<file path="config.mk">
export PLATFORM = sky130hd
export DESIGN_NAME = systolic_matmul_engine
export DESIGN_NICKNAME = d
export VERILOG_FILES = /design/src/rtl/systolic_pkg.sv /design/src/rtl/pe.sv /design/src/rtl/sa_delay_line.sv /design/src/rtl/systolic_matmul_engine.sv
export SDC_FILE = /design/constraint.sdc
export NUM_CORES = 2
export LEC_CHECK = 0
export BUFFER_PORTS_ARGS = -buffer_cell sky130_fd_sc_hd__buf_2
export CAP_MARGIN = 10
export CELL_PAD_IN_SITES_DETAIL_PLACEMENT = 0
export CELL_PAD_IN_SITES_GLOBAL_PLACEMENT = 1
export CORE_AREA = 2 2 420 422
export DETAILED_ROUTE_END_ITERATION = 7
export DIE_AREA = 0 0 422 424
export PLACE_DENSITY_LB_ADDON = 0.1
export SYNTH_ARGS = -nofsm -noshare
export SYNTH_HDL_FRONTEND = slang
export SYNTH_SLANG_ARGS = --single-unit
</file>
<file path="constraint.sdc">
create_clock -name clk -period 14.5 [get_ports clk]
set_input_delay 0.725 -clock clk [delete_from_list [all_inputs] [get_ports clk]]
set_output_delay 0.725 -clock clk [all_outputs]
set_load 0.005 [all_outputs]
</file>
<file path="src/rtl/systolic_pkg.sv">
// Shared types and helpers for the weight-stationary systolic matmul engine.
// Optional weight reuse is compiled in with SA_WEIGHT_REUSE_EN.
package systolic_pkg;

  typedef enum logic [1:0] {
    IDLE,
    LOAD_W,
    COMPUTE,
    DRAIN
  } state_t;

  typedef struct packed {
    logic last;
    logic vld;
  } tok_t;

  function automatic int sa_latency(input int rows, input int cols);
    return rows + cols;
  endfunction

  function automatic int sa_cw(input int max_m);
    return $clog2(max_m + 1);
  endfunction

endpackage

</file>
<file path="src/rtl/pe.sv">
// Weight-stationary processing element: holds one weight, forwards the
// activation right and adds its product into the partial sum flowing down.
module pe #(
  parameter int DW          = 8,
  parameter int WW          = 8,
  parameter int AW          = 32,
  parameter int SIGNED_MATH = 1
) (
  input  logic          clk,
  input  logic          rst_n,
  input  logic          en,
  input  logic          w_load,
  input  logic [WW-1:0] w_in,
  input  logic [DW-1:0] a_in,
  input  logic [AW-1:0] psum_in,
  output logic [DW-1:0] a_out,
  output logic [AW-1:0] psum_out
);

  logic [WW-1:0] w;
  logic [AW-1:0] ax;
  logic [AW-1:0] wx;

  // Extending both operands to AW makes the truncated product exact mod 2^AW.
  assign ax = {{(AW-DW){(SIGNED_MATH != 0) && a_in[DW-1]}}, a_in};
  assign wx = {{(AW-WW){(SIGNED_MATH != 0) && w[WW-1]}}, w};

  always_ff @(posedge clk or negedge rst_n) begin
    if (!rst_n) begin
      w        <= '0;
      a_out    <= '0;
      psum_out <= '0;
    end else begin
      if (w_load) w <= w_in;
      if (en) begin
        a_out    <= a_in;
        psum_out <= psum_in + ax * wx;
      end
    end
  end

endmodule

</file>
<file path="src/rtl/sa_delay_line.sv">
// Stall-aware shift register; DEPTH=0 degenerates to a wire.
// Used for input skew, output deskew and the valid/last token line.
module sa_delay_line #(
  parameter int DEPTH = 1,
  parameter int WIDTH = 8
) (
  input  logic             clk,
  input  logic             rst_n,
  input  logic             en,
  input  logic [WIDTH-1:0] d,
  output logic [WIDTH-1:0] q
);

  if (DEPTH == 0) begin : g_wire
    logic unused_ok;
    assign unused_ok = clk ^ rst_n ^ en;
    assign q = d;
  end else begin : g_sr
    logic [WIDTH-1:0] sr [DEPTH];
    always_ff @(posedge clk or negedge rst_n) begin
      if (!rst_n) begin
        for (int i = 0; i < DEPTH; i++) sr[i] <= '0;
      end else if (en) begin
        sr[0] <= d;
        for (int i = 1; i < DEPTH; i++) sr[i] <= sr[i-1];
      end
    end
    assign q = sr[DEPTH-1];
  end

endmodule

</file>
<file path="src/rtl/systolic_matmul_engine.sv">
// Self-sequenced ROWSxCOLS weight-stationary systolic engine, R = A x W.
// Define SA_WEIGHT_REUSE_EN to add reuse_w and skip reloading weights.
module systolic_matmul_engine
  import systolic_pkg::*;
#(
  parameter int ROWS         = 4,
  parameter int COLS         = 4,
  parameter int DATA_WIDTH   = 8,
  parameter int WEIGHT_WIDTH = 8,
  parameter int ACC_WIDTH    = 32,
  parameter int SIGNED_MATH  = 1,
  parameter int MAX_M        = 256
) (
  input  logic                            clk,
  input  logic                            rst_n,
  input  logic                            start,
  input  logic [sa_cw(MAX_M)-1:0]         m_count,
`ifdef SA_WEIGHT_REUSE_EN
  input  logic                            reuse_w,
`endif
  input  logic                            w_valid,
  output logic                            w_ready,
  input  logic [COLS*WEIGHT_WIDTH-1:0]    w_data,
  input  logic                            a_valid,
  output logic                            a_ready,
  input  logic [ROWS*DATA_WIDTH-1:0]      a_data,
  output logic                            r_valid,
  input  logic                            r_ready,
  output logic [COLS*ACC_WIDTH-1:0]       r_data,
  output logic                            r_last,
  output logic                            busy,
  output logic                            done
);

  localparam int DW = DATA_WIDTH;
  localparam int WW = WEIGHT_WIDTH;
  localparam int AW = ACC_WIDTH;
  localparam int CW = sa_cw(MAX_M);
  localparam int RW = $clog2(ROWS + 1);
  localparam int TOK_DEPTH = sa_latency(ROWS, COLS) - 1;
  localparam logic [CW-1:0] M_MAX = CW'(MAX_M);

  state_t        state;
  logic [CW-1:0] m;
  logic [CW-1:0] in_cnt;
  logic [CW-1:0] out_cnt;
  logic [RW-1:0] w_cnt;
`ifdef SA_WEIGHT_REUSE_EN
  logic          weights_loaded;
`endif

  logic adv;
  logic a_fire;
  logic w_fire;

  assign adv     = !r_valid || r_ready;
  assign w_ready = (state == LOAD_W);
  assign a_ready = (state == COMPUTE) && adv && (in_cnt < m);
  assign busy    = (state != IDLE);
  assign w_fire  = w_valid && w_ready;
  assign a_fire  = a_valid && a_ready;

  always_ff @(posedge clk or negedge rst_n) begin
    if (!rst_n) begin
      state   <= IDLE;
      m       <= '0;
      in_cnt  <= '0;
      out_cnt <= '0;
      w_cnt   <= '0;
      done    <= 1'b0;
`ifdef SA_WEIGHT_REUSE_EN
      weights_loaded <= 1'b0;
`endif
    end else begin
      done <= 1'b0;
      if (a_fire) in_cnt <= in_cnt + 1'b1;
      if (r_valid && r_ready) out_cnt <= out_cnt + 1'b1;
      unique case (state)
        IDLE: begin
          if (start) begin
            in_cnt  <= '0;
            out_cnt <= '0;
            w_cnt   <= '0;
            if (m_count == '0) begin
              done <= 1'b1;
            end else begin
              m <= (m_count > M_MAX) ? M_MAX : m_count;
`ifdef SA_WEIGHT_REUSE_EN
              state <= (reuse_w && weights_loaded) ? COMPUTE : LOAD_W;
`else
              state <= LOAD_W;
`endif
            end
          end
        end
        LOAD_W: begin
          if (w_fire) begin
            w_cnt <= w_cnt + 1'b1;
            if (w_cnt == RW'(ROWS - 1)) begin
              state <= COMPUTE;
`ifdef SA_WEIGHT_REUSE_EN
              weights_loaded <= 1'b1;
`endif
            end
          end
        end
        COMPUTE: if (in_cnt == m) state <= DRAIN;
        DRAIN: begin
          if (out_cnt == m) begin
            done  <= 1'b1;
            state <= IDLE;
          end
        end
        default: state <= IDLE;
      endcase
    end
  end

  // Input register: idle cycles inject zero bubbles with an invalid token.
  logic [ROWS*DW-1:0] a_reg;
  tok_t               a_tok;
  tok_t               tok_o;

  always_ff @(posedge clk or negedge rst_n) begin
    if (!rst_n) begin
      a_reg <= '0;
      a_tok <= '0;
    end else if (adv) begin
      a_reg      <= a_fire ? a_data : '0;
      a_tok.vld  <= a_fire;
      a_tok.last <= a_fire && (in_cnt == m - 1'b1);
    end
  end

  sa_delay_line #(.DEPTH(TOK_DEPTH), .WIDTH(2)) u_tok (
    .clk, .rst_n, .en(adv), .d(a_tok), .q(tok_o)
  );

  logic [DW-1:0] act  [ROWS][COLS+1];
  logic [AW-1:0] psum [ROWS+1][COLS];
  logic [AW-1:0] desk [COLS];

  for (genvar r = 0; r < ROWS; r++) begin : g_row
    logic unused_tail;
    assign unused_tail = ^act[r][COLS];

    sa_delay_line #(.DEPTH(r), .WIDTH(DW)) u_skew (
      .clk, .rst_n, .en(adv),
      .d(a_reg[r*DW +: DW]), .q(act[r][0])
    );

    for (genvar c = 0; c < COLS; c++) begin : g_col
      pe #(.DW(DW), .WW(WW), .AW(AW), .SIGNED_MATH(SIGNED_MATH)) u_pe (
        .clk, .rst_n, .en(adv),
        .w_load(w_fire && (w_cnt == RW'(r))),
        .w_in(w_data[c*WW +: WW]),
        .a_in(act[r][c]),
        .psum_in(psum[r][c]),
        .a_out(act[r][c+1]),
        .psum_out(psum[r+1][c])
      );
    end
  end

  for (genvar c = 0; c < COLS; c++) begin : g_desk
    assign psum[0][c] = '0;
    sa_delay_line #(.DEPTH(COLS - 1 - c), .WIDTH(AW)) u_desk (
      .clk, .rst_n, .en(adv),
      .d(psum[ROWS][c]), .q(desk[c])
    );
  end

  always_ff @(posedge clk or negedge rst_n) begin
    if (!rst_n) begin
      r_valid <= 1'b0;
      r_last  <= 1'b0;
      r_data  <= '0;
    end else if (adv) begin
      r_valid <= tok_o.vld;
      r_last  <= tok_o.last;
      if (tok_o.vld) begin
        for (int c = 0; c < COLS; c++) r_data[c*AW +: AW] <= desk[c];
      end
    end
  end

endmodule

</file>
Word level (Yosys, flattened, before mapping)
Cells that the tools add are included.
{"block": "totals", "register_bits": 1187, "input_bits": 79, "out_inout_bits": 134, "word_cells": 168}
{"block": "op_classes", "n_addsub": 16, "n_mul": 16, "magnitude_cmp": 2, "eq_ne": 15, "mux": 22, "bitwise_logic": 1, "n_reduce_logical": 21}
{"cell": "adder 32 bit", "n": 12}
{"cell": "multiplier 8 x 8 -> 16 bit", "n": 16}
{"cell": "two-way mux 9 bit", "n": 7}
{"cell": "two-way mux 32 bit", "n": 1}
{"cell": "== test 9 bit", "n": 3}
{"cell": "adder 9 x 1 -> 9 bit (second input constant)", "n": 2}
{"cell": "two-way mux 2 bit", "n": 6}
{"cell": "logical AND 1 bit", "n": 10}
{"cell": "> comparator 9 bit (second input constant)", "n": 1}
{"cell": "zero test 9 bit", "n": 1}
{"cell": "less-than comparator 9 bit", "n": 1}
{"cell": "subtractor 9 x 1 -> 9 bit (second input constant)", "n": 1}
{"cell": "case mux 2 bit (4 select lines)", "n": 1}
{"cell": "== test 3 x 2 -> 1 bit (second input constant)", "n": 2}
{"cell": "two-way mux 3 bit", "n": 2}
{"cell": "inequality test 2 x 1 -> 1 bit (second input constant)", "n": 3}
{"cell": "inequality test 2 bit (second input constant)", "n": 3}
{"cell": "case mux 3 bit (2 select lines)", "n": 1}
{"cell": "AND reduction 3 bit", "n": 2}
{"cell": "AND reduction 6 bit", "n": 1}
{"cell": "== test 2 bit (second input constant)", "n": 2}
{"cell": "nonzero test 2 bit", "n": 2}
{"cell": "adder 3 x 1 -> 3 bit (second input constant)", "n": 1}
{"cell": "== test 3 x 1 -> 1 bit (second input constant)", "n": 1}
{"cell": "9 further kinds", "n": 11}

Longest topological paths before layout
{"block": "logic_depth", "ltp_word": 8, "ltp_mapped": 32, "ltp_nobuf": 31}

Hierarchy
Synthesis repeated with hierarchy kept, for this count alone.
{"block": "unflattened", "cells_unflattened": 11076, "hier_area_um2": 113978.1}
{"mod": "pe (g_row[0].g_col[0].u_pe ...)", "n_inst": 6, "cells_per_inst": 635, "area_each_um2": 6064.6, "seq_area_each_um2": 1201.2}
{"mod": "pe (g_row[2].g_col[3].u_pe ...)", "n_inst": 5, "cells_per_inst": 600, "area_each_um2": 5785.5, "seq_area_each_um2": 1201.2}
{"mod": "pe (g_row[1].g_col[3].u_pe ...)", "n_inst": 3, "cells_per_inst": 589, "area_each_um2": 5773.0, "seq_area_each_um2": 1201.2}
{"mod": "systolic_matmul_engine", "n_inst": 1, "cells_per_inst": 637, "area_each_um2": 8463.1, "seq_area_each_um2": 4929.7}
{"mod": "pe (g_row[1].g_col[2].u_pe)", "n_inst": 1, "cells_per_inst": 623, "area_each_um2": 5899.4, "seq_area_each_um2": 1201.2}
{"mod": "pe (g_row[2].g_col[2].u_pe)", "n_inst": 1, "cells_per_inst": 580, "area_each_um2": 5779.3, "seq_area_each_um2": 1201.2}
{"mod": "sa_delay_line (g_desk[0].u_desk)", "n_inst": 1, "cells_per_inst": 235, "area_each_um2": 4005.1, "seq_area_each_um2": 2402.3}
{"mod": "sa_delay_line (g_desk[1].u_desk)", "n_inst": 1, "cells_per_inst": 167, "area_each_um2": 2919.0, "seq_area_each_um2": 1601.5}
{"mod": "sa_delay_line (g_desk[2].u_desk)", "n_inst": 1, "cells_per_inst": 68, "area_each_um2": 1345.0, "seq_area_each_um2": 800.8}
{"mod": "sa_delay_line (g_row[3].u_skew)", "n_inst": 1, "cells_per_inst": 59, "area_each_um2": 1057.3, "seq_area_each_um2": 600.6}
{"mod": "sa_delay_line (g_row[2].u_skew)", "n_inst": 1, "cells_per_inst": 42, "area_each_um2": 709.4, "seq_area_each_um2": 400.4}
{"mod": "sa_delay_line (u_tok)", "n_inst": 1, "cells_per_inst": 31, "area_each_um2": 534.3, "seq_area_each_um2": 350.3}
{"mod": "sa_delay_line (g_row[1].u_skew)", "n_inst": 1, "cells_per_inst": 17, "area_each_um2": 331.6, "seq_area_each_um2": 200.2}
{"mod": "sa_delay_line (g_desk[3].u_desk)", "n_inst": 1, "cells_per_inst": 32, "area_each_um2": 240.2, "seq_area_each_um2": 0.0}
{"mod": "sa_delay_line (g_row[0].u_skew)", "n_inst": 1, "cells_per_inst": 8, "area_each_um2": 60.1, "seq_area_each_um2": 0.0}

Worst setup path after synthesis
OpenSTA, ideal clock, no wires.
{"block": "synth_path", "kind": "register to register", "start": "register g_row[2].u_skew.g_sr.sr (netlist bit g_row[2].u_skew.q[5])", "end": "register g_row[2].g_col[0].u_pe.psum_out[30]", "setup_ns": 0.131, "arrival_ns": 7.204, "required_ns": 14.369, "slack_ns": 7.165, "path_stages_with_launch": 28, "n_path_buf": 2, "synth_period_minus_slack_ns": 7.335, "path_cell_list": "dfrtp_1 -> clkbuf_1 -> and2_1 -> fa_1 -> inv_1 -> fa_1 -> inv_1 -> fa_1 -> inv_1 -> fa_1 -> inv_1 -> ha_1 -> nor2b_1 -> o41ai_1 -> o21ai_1 -> o41a_1 -> xnor2_1 -> ha_1 -> clkbuf_1 -> and4_1 -> a221oi_1 -> o31ai_2 -> nand4_1 -> a21oi_1 -> o41ai_2 -> nand4b_1 -> a31oi_1 -> or3_1"}
{"block": "synth_via", "elab_chain_cells": 2}
{"item": "from (decl)", "line_no": "sa_delay_line.sv:19", "source": "logic [WIDTH-1:0] sr [DEPTH];"}
{"item": "multiplier 8 x 8 -> 16 bit", "line_no": "pe.sv:37", "source": "psum_out <= psum_in + ax * wx;"}
{"item": "adder 32 bit", "line_no": "pe.sv:37"}
{"item": "to (signal assigned)", "line_no": "pe.sv:37"}
{"item": "to (decl)", "line_no": "pe.sv:17", "source": "output logic [AW-1:0] psum_out"}
Every way passes these cells.
A chain may end at the register's enable or synchronous reset.

Worst setup path in the final report
{"block": "layout_path", "start": "register g_row[2].g_col[2].u_pe.a_out[4]", "end": "register g_row[2].g_col[3].u_pe.psum_out[30]"}
{"block": "layout_via", "elab_chain_cells": 2}
{"item": "from (decl)", "line_no": "pe.sv:16", "source": "output logic [DW-1:0] a_out,"}
{"item": "from (signal assigned)", "line_no": "pe.sv:36", "source": "a_out <= a_in;"}
{"item": "multiplier 8 x 8 -> 16 bit", "line_no": "pe.sv:37"}
{"item": "adder 32 bit", "line_no": "pe.sv:37"}
{"item": "to (signal assigned)", "line_no": "pe.sv:37"}
{"item": "to (decl)", "line_no": "pe.sv:17"}
Every way passes these cells.

==> impl_metrics.yaml <==
run_status:
  run_status: "finished, final reports clean"
yosys:
  post_synth_inst_count: 10206
  top_cells_by_area_in_the_synthesized_netlist: "dfrtp_1, fa_1, ha_1"
  synthDominantAreaCellType: "dfrtp_1"
  synth_enable_flop_cells: 0
  yosysMostFrequentCell: "nand2_1"
  synth_seq_area_share_pct: 29.5
  netlist_top_cells_count: "nand2_1, inv_1, dfrtp_1"
  asyncSetResetFlopFracSynth_pct: 100
  ys_ff_latch: 1123
  syn-num-nets: 11999
  yosys.area.top_type_share_pct: 29.5
  synth_area_sq_um: 95400
  synth.lib_cells_used.distinct: 83
  dominantRegCellSynth: "dfrtp_1"
  syn-mean-instance-area_sq_um: 9.34
  ys.warnings.count: 0
global_routing:
  grt_first_pass_wirelength_um: 372000
  grt_overflow_total: 0
  grt_max_degree: 158
  first_global_vias: 68721
  antenna_violations_before_repair: 25
  groute.usage.overall_pct: 25.9
setup_path:
  cpLargestDelayFamily: "adder cells"
  crit_path_max_incr_delay_ns: 0.89
  crit_start: "g_row[2].g_col[2].u_pe.a_out[4]$_DFFE_PN0N_"
  crit_required_ns: 15.11
  worstReg2RegStart: "g_row[2].g_col[2].u_pe.a_out[4]$_DFFE_PN0N_"
  worstSetupPathType: "reg -> reg"
  reg2regPathDepth: 26
  cp.depth: 26
  setup.worst_path.end_class: "register"
  critical_path_arrival_ns: 8.63
  cpMaxStageDelayCell: "xnor2_2"
  crit_fanout: 18
  critical_path.startpoint_type: "register"
  path_buf_inv: 4
final_layout:
  reg_top3: "g_row.g_col.u_pe.psum_out (448), g_row.g_col.u_pe.w (128), r_data (128)"
  largest_register_ff_count: 448
  fill_cells: 15835
  fin_area_sq_um: 103000
  area.growth.synth_to_final_pct: 8.30
  largest-register: "g_row.g_col.u_pe.psum_out"
  drive_above_1_share_pct: 7.83
  fin_nets: 12067
clock_network:
  cts_made_buffers: 135
  clock_insertion_delay_worst_skew_ns: 0.80
  cts.root.buffer_cell: "clkbuf_16"
  tritoncts_clock_tree: "yes"
  cts.repair.resized: 0
  postCtsSetupRepairBufs: 0
  clk_path_buf_depth: 3
  clk_pin_slew_ns: 0.06
  htree_num_levels: 4
  ctsHoldBuffers: 1
  cts.sinks: 1123
pwr:
  ir_drop_mv: 0.114
  power_density_nw_per_um2: 65.9
  total_power_mw: 6.81
  static-leakage-power_nw: 56.2
detailed_routing:
  wl_per_cell_um: 17.7
  drt-vias-per-instance: 5.30
  via_count: 67405
  detail_route.wirelength_um: 226000
  drtPass1Iterations: 7
  drt.antenna.violating_nets: 0
  initialDrtViolationCount: 4133
  post-route-drc-count: 0
die:
  core.rowCount: 154
  die_area_sq_um: 179000
  floorplan_core_area_sq_um: 175000
  die_w_um: 422
  initial_utilization_pct: 54.5
  ioPinCount: 213
  die_y_um: 424
placement:
  hpwlAfterDp_um: 177000
  place.gp.congestion: 0.902
  dp_worst_setup_slack_ns: 6.60
  port_buffer_count: 212
  postPlaceCellArea_sq_um: 98600
timing:
  achievable-frequency_mhz: 125
  timing.final.hold_violations: 0
  slew_viol_final: 0
  final_period_minus_worst_setup_slack_ns: 8.02
  setup_viol_count_final: 0
  max_slew.worst_pin.slew_ns: 1.25
  fin_crit_sh_pct: 55.3
  post_route_setup_tns_ns: 0
  clock_skew_ns: 0.0365
  fin_hold_ws_ns: 0.150
  grt_setup_unrepaired: "no"
  slew-limit-headroom_pct: 16.6
  finalWorstSetupSlack_ns: 6.48
hold_path:
  worstHoldPathType: "in -> reg"
  worstHoldPathCells: 2
  hp-start: "a_data[10]"
run:
  cap_viol_max_count: 0
==> worst register-to-register path, stage by stage (launching register included) <==
cell       delay, ns
dfrtp_1         0.50
and2_1          0.24
fa_1            0.50
inv_1           0.05
fa_1            0.55
inv_1           0.05
fa_1            0.48
inv_1           0.06
fa_1            0.47
inv_1           0.04
ha_1            0.36
a2111oi_4       0.37
nor3_1          0.15
a2111oi_2       0.40
nor3_1          0.15
xnor2_2         0.89
ha_1            0.47
a21o_1          0.21
a21o_1          0.18
a21o_1          0.19
a2111oi_0       0.43
nor2_1          0.11
a311oi_2        0.38
o311ai_1        0.17
a21oi_1         0.21
xor2_1          0.15
o21ai_0         0.09
==> power breakdown <==
part / switching (mW) / internal [mW] / total (mW) / leakage, nW
registers: 0.00102 / 3.14 / 3.14 / 15.6
clock network: 1.41 / 2.16 / 3.57 / 2.27
logic: 0.0855 / 0.0133 / 0.0987 / 38.3
==> cells by family after synthesis <==
logic type,count (synthesis),synth area share [%]
flip-flops,1123,29.5
XOR/XNOR,550,5.08
buffers and inverters,1749,6.88
multiplexers,276,3.26
AO/OA/AOI/OAI,1420,9.52
adder cells (fa/ha/maj),1714,29.6
AND/OR/NAND/NOR,3374,16.2
==> area by class of cell <==
class | count | area (sq um) | share of cell area [%]
multi-input cells | 7334 | 60800 | 58.8
clock buffers | 172 | 3710 | 3.59
inverters | 1420 | 5330 | 5.16
clock inverters | 70 | 942 | 0.912
diodes | 5 | 12.5 | 0.0121
well taps | 2340 | 2930 | 2.83
flip-flops and latches | 1123 | 28100 | 27.2
repair buffers | 260 | 1490 | 1.44
==> layer usage <==
metal  track usage (%)  wire length, um  share of wire, %
met4              6.68             5170               2.3
met5                 0               34             0.015
met3              3.18             8970               4.0
met2              40.7           102000                45
met1              38.0           110000                49
==> through the flow <==
step,instances,utilization (%)
global route,12722,59.0
detailed placement,12476,56.4
CTS,12719,59.0
global placement,12476,56.4
floorplan,10206,-
finish,12724,59.0
==> worst paths after layout <==
check | end | slack, ns
worst max-delay path | g_row[2].g_col[3].u_pe.psum_out[30]$_DFFE_PN0N_ | 6.48
worst min-delay path | a_reg[10]$_DFFE_PN0N_ | 0.15
worst max register to register | g_row[2].g_col[3].u_pe.psum_out[30]$_DFFE_PN0N_ | 6.48
worst min register to register | g_desk[1].u_desk.q[21]$_DFFE_PN0N_ | 0.46
max in group asynchronous | g_row[1].g_col[1].u_pe.psum_out[11]$_DFFE_PN0N_ | 10.83
min in group asynchronous | r_data[51]$_DFFE_PN0P_ | 0.59
==> layout by cell type (no fill, tap or decap), types with 21 or more instances in the layout <==
cell	count
and2_1	679
a21boi_0	21
fa_1	900
inv_1	1419
buf_4	43
o21ai_0	289
a31oi_1	26
a211oi_1	38
clkbuf_1	21
nand4_1	41
mux2_2	273
ha_1	814
o211ai_1	23
xnor2_1	375
and3_1	33
a21o_1	187
a21oi_1	482
nand2_1	1739
nand3_1	70
clkbuf_16	138
o21a_1	58
xor2_1	168
dfrtp_1	1123
o21bai_1	71
clkinv_2	23
o31ai_1	47
buf_2	211
nor2_1	470
a22o_1	37
nor3_1	67
nand2b_1	87
nor2b_1	107
(Power assumes the default switching activity.)
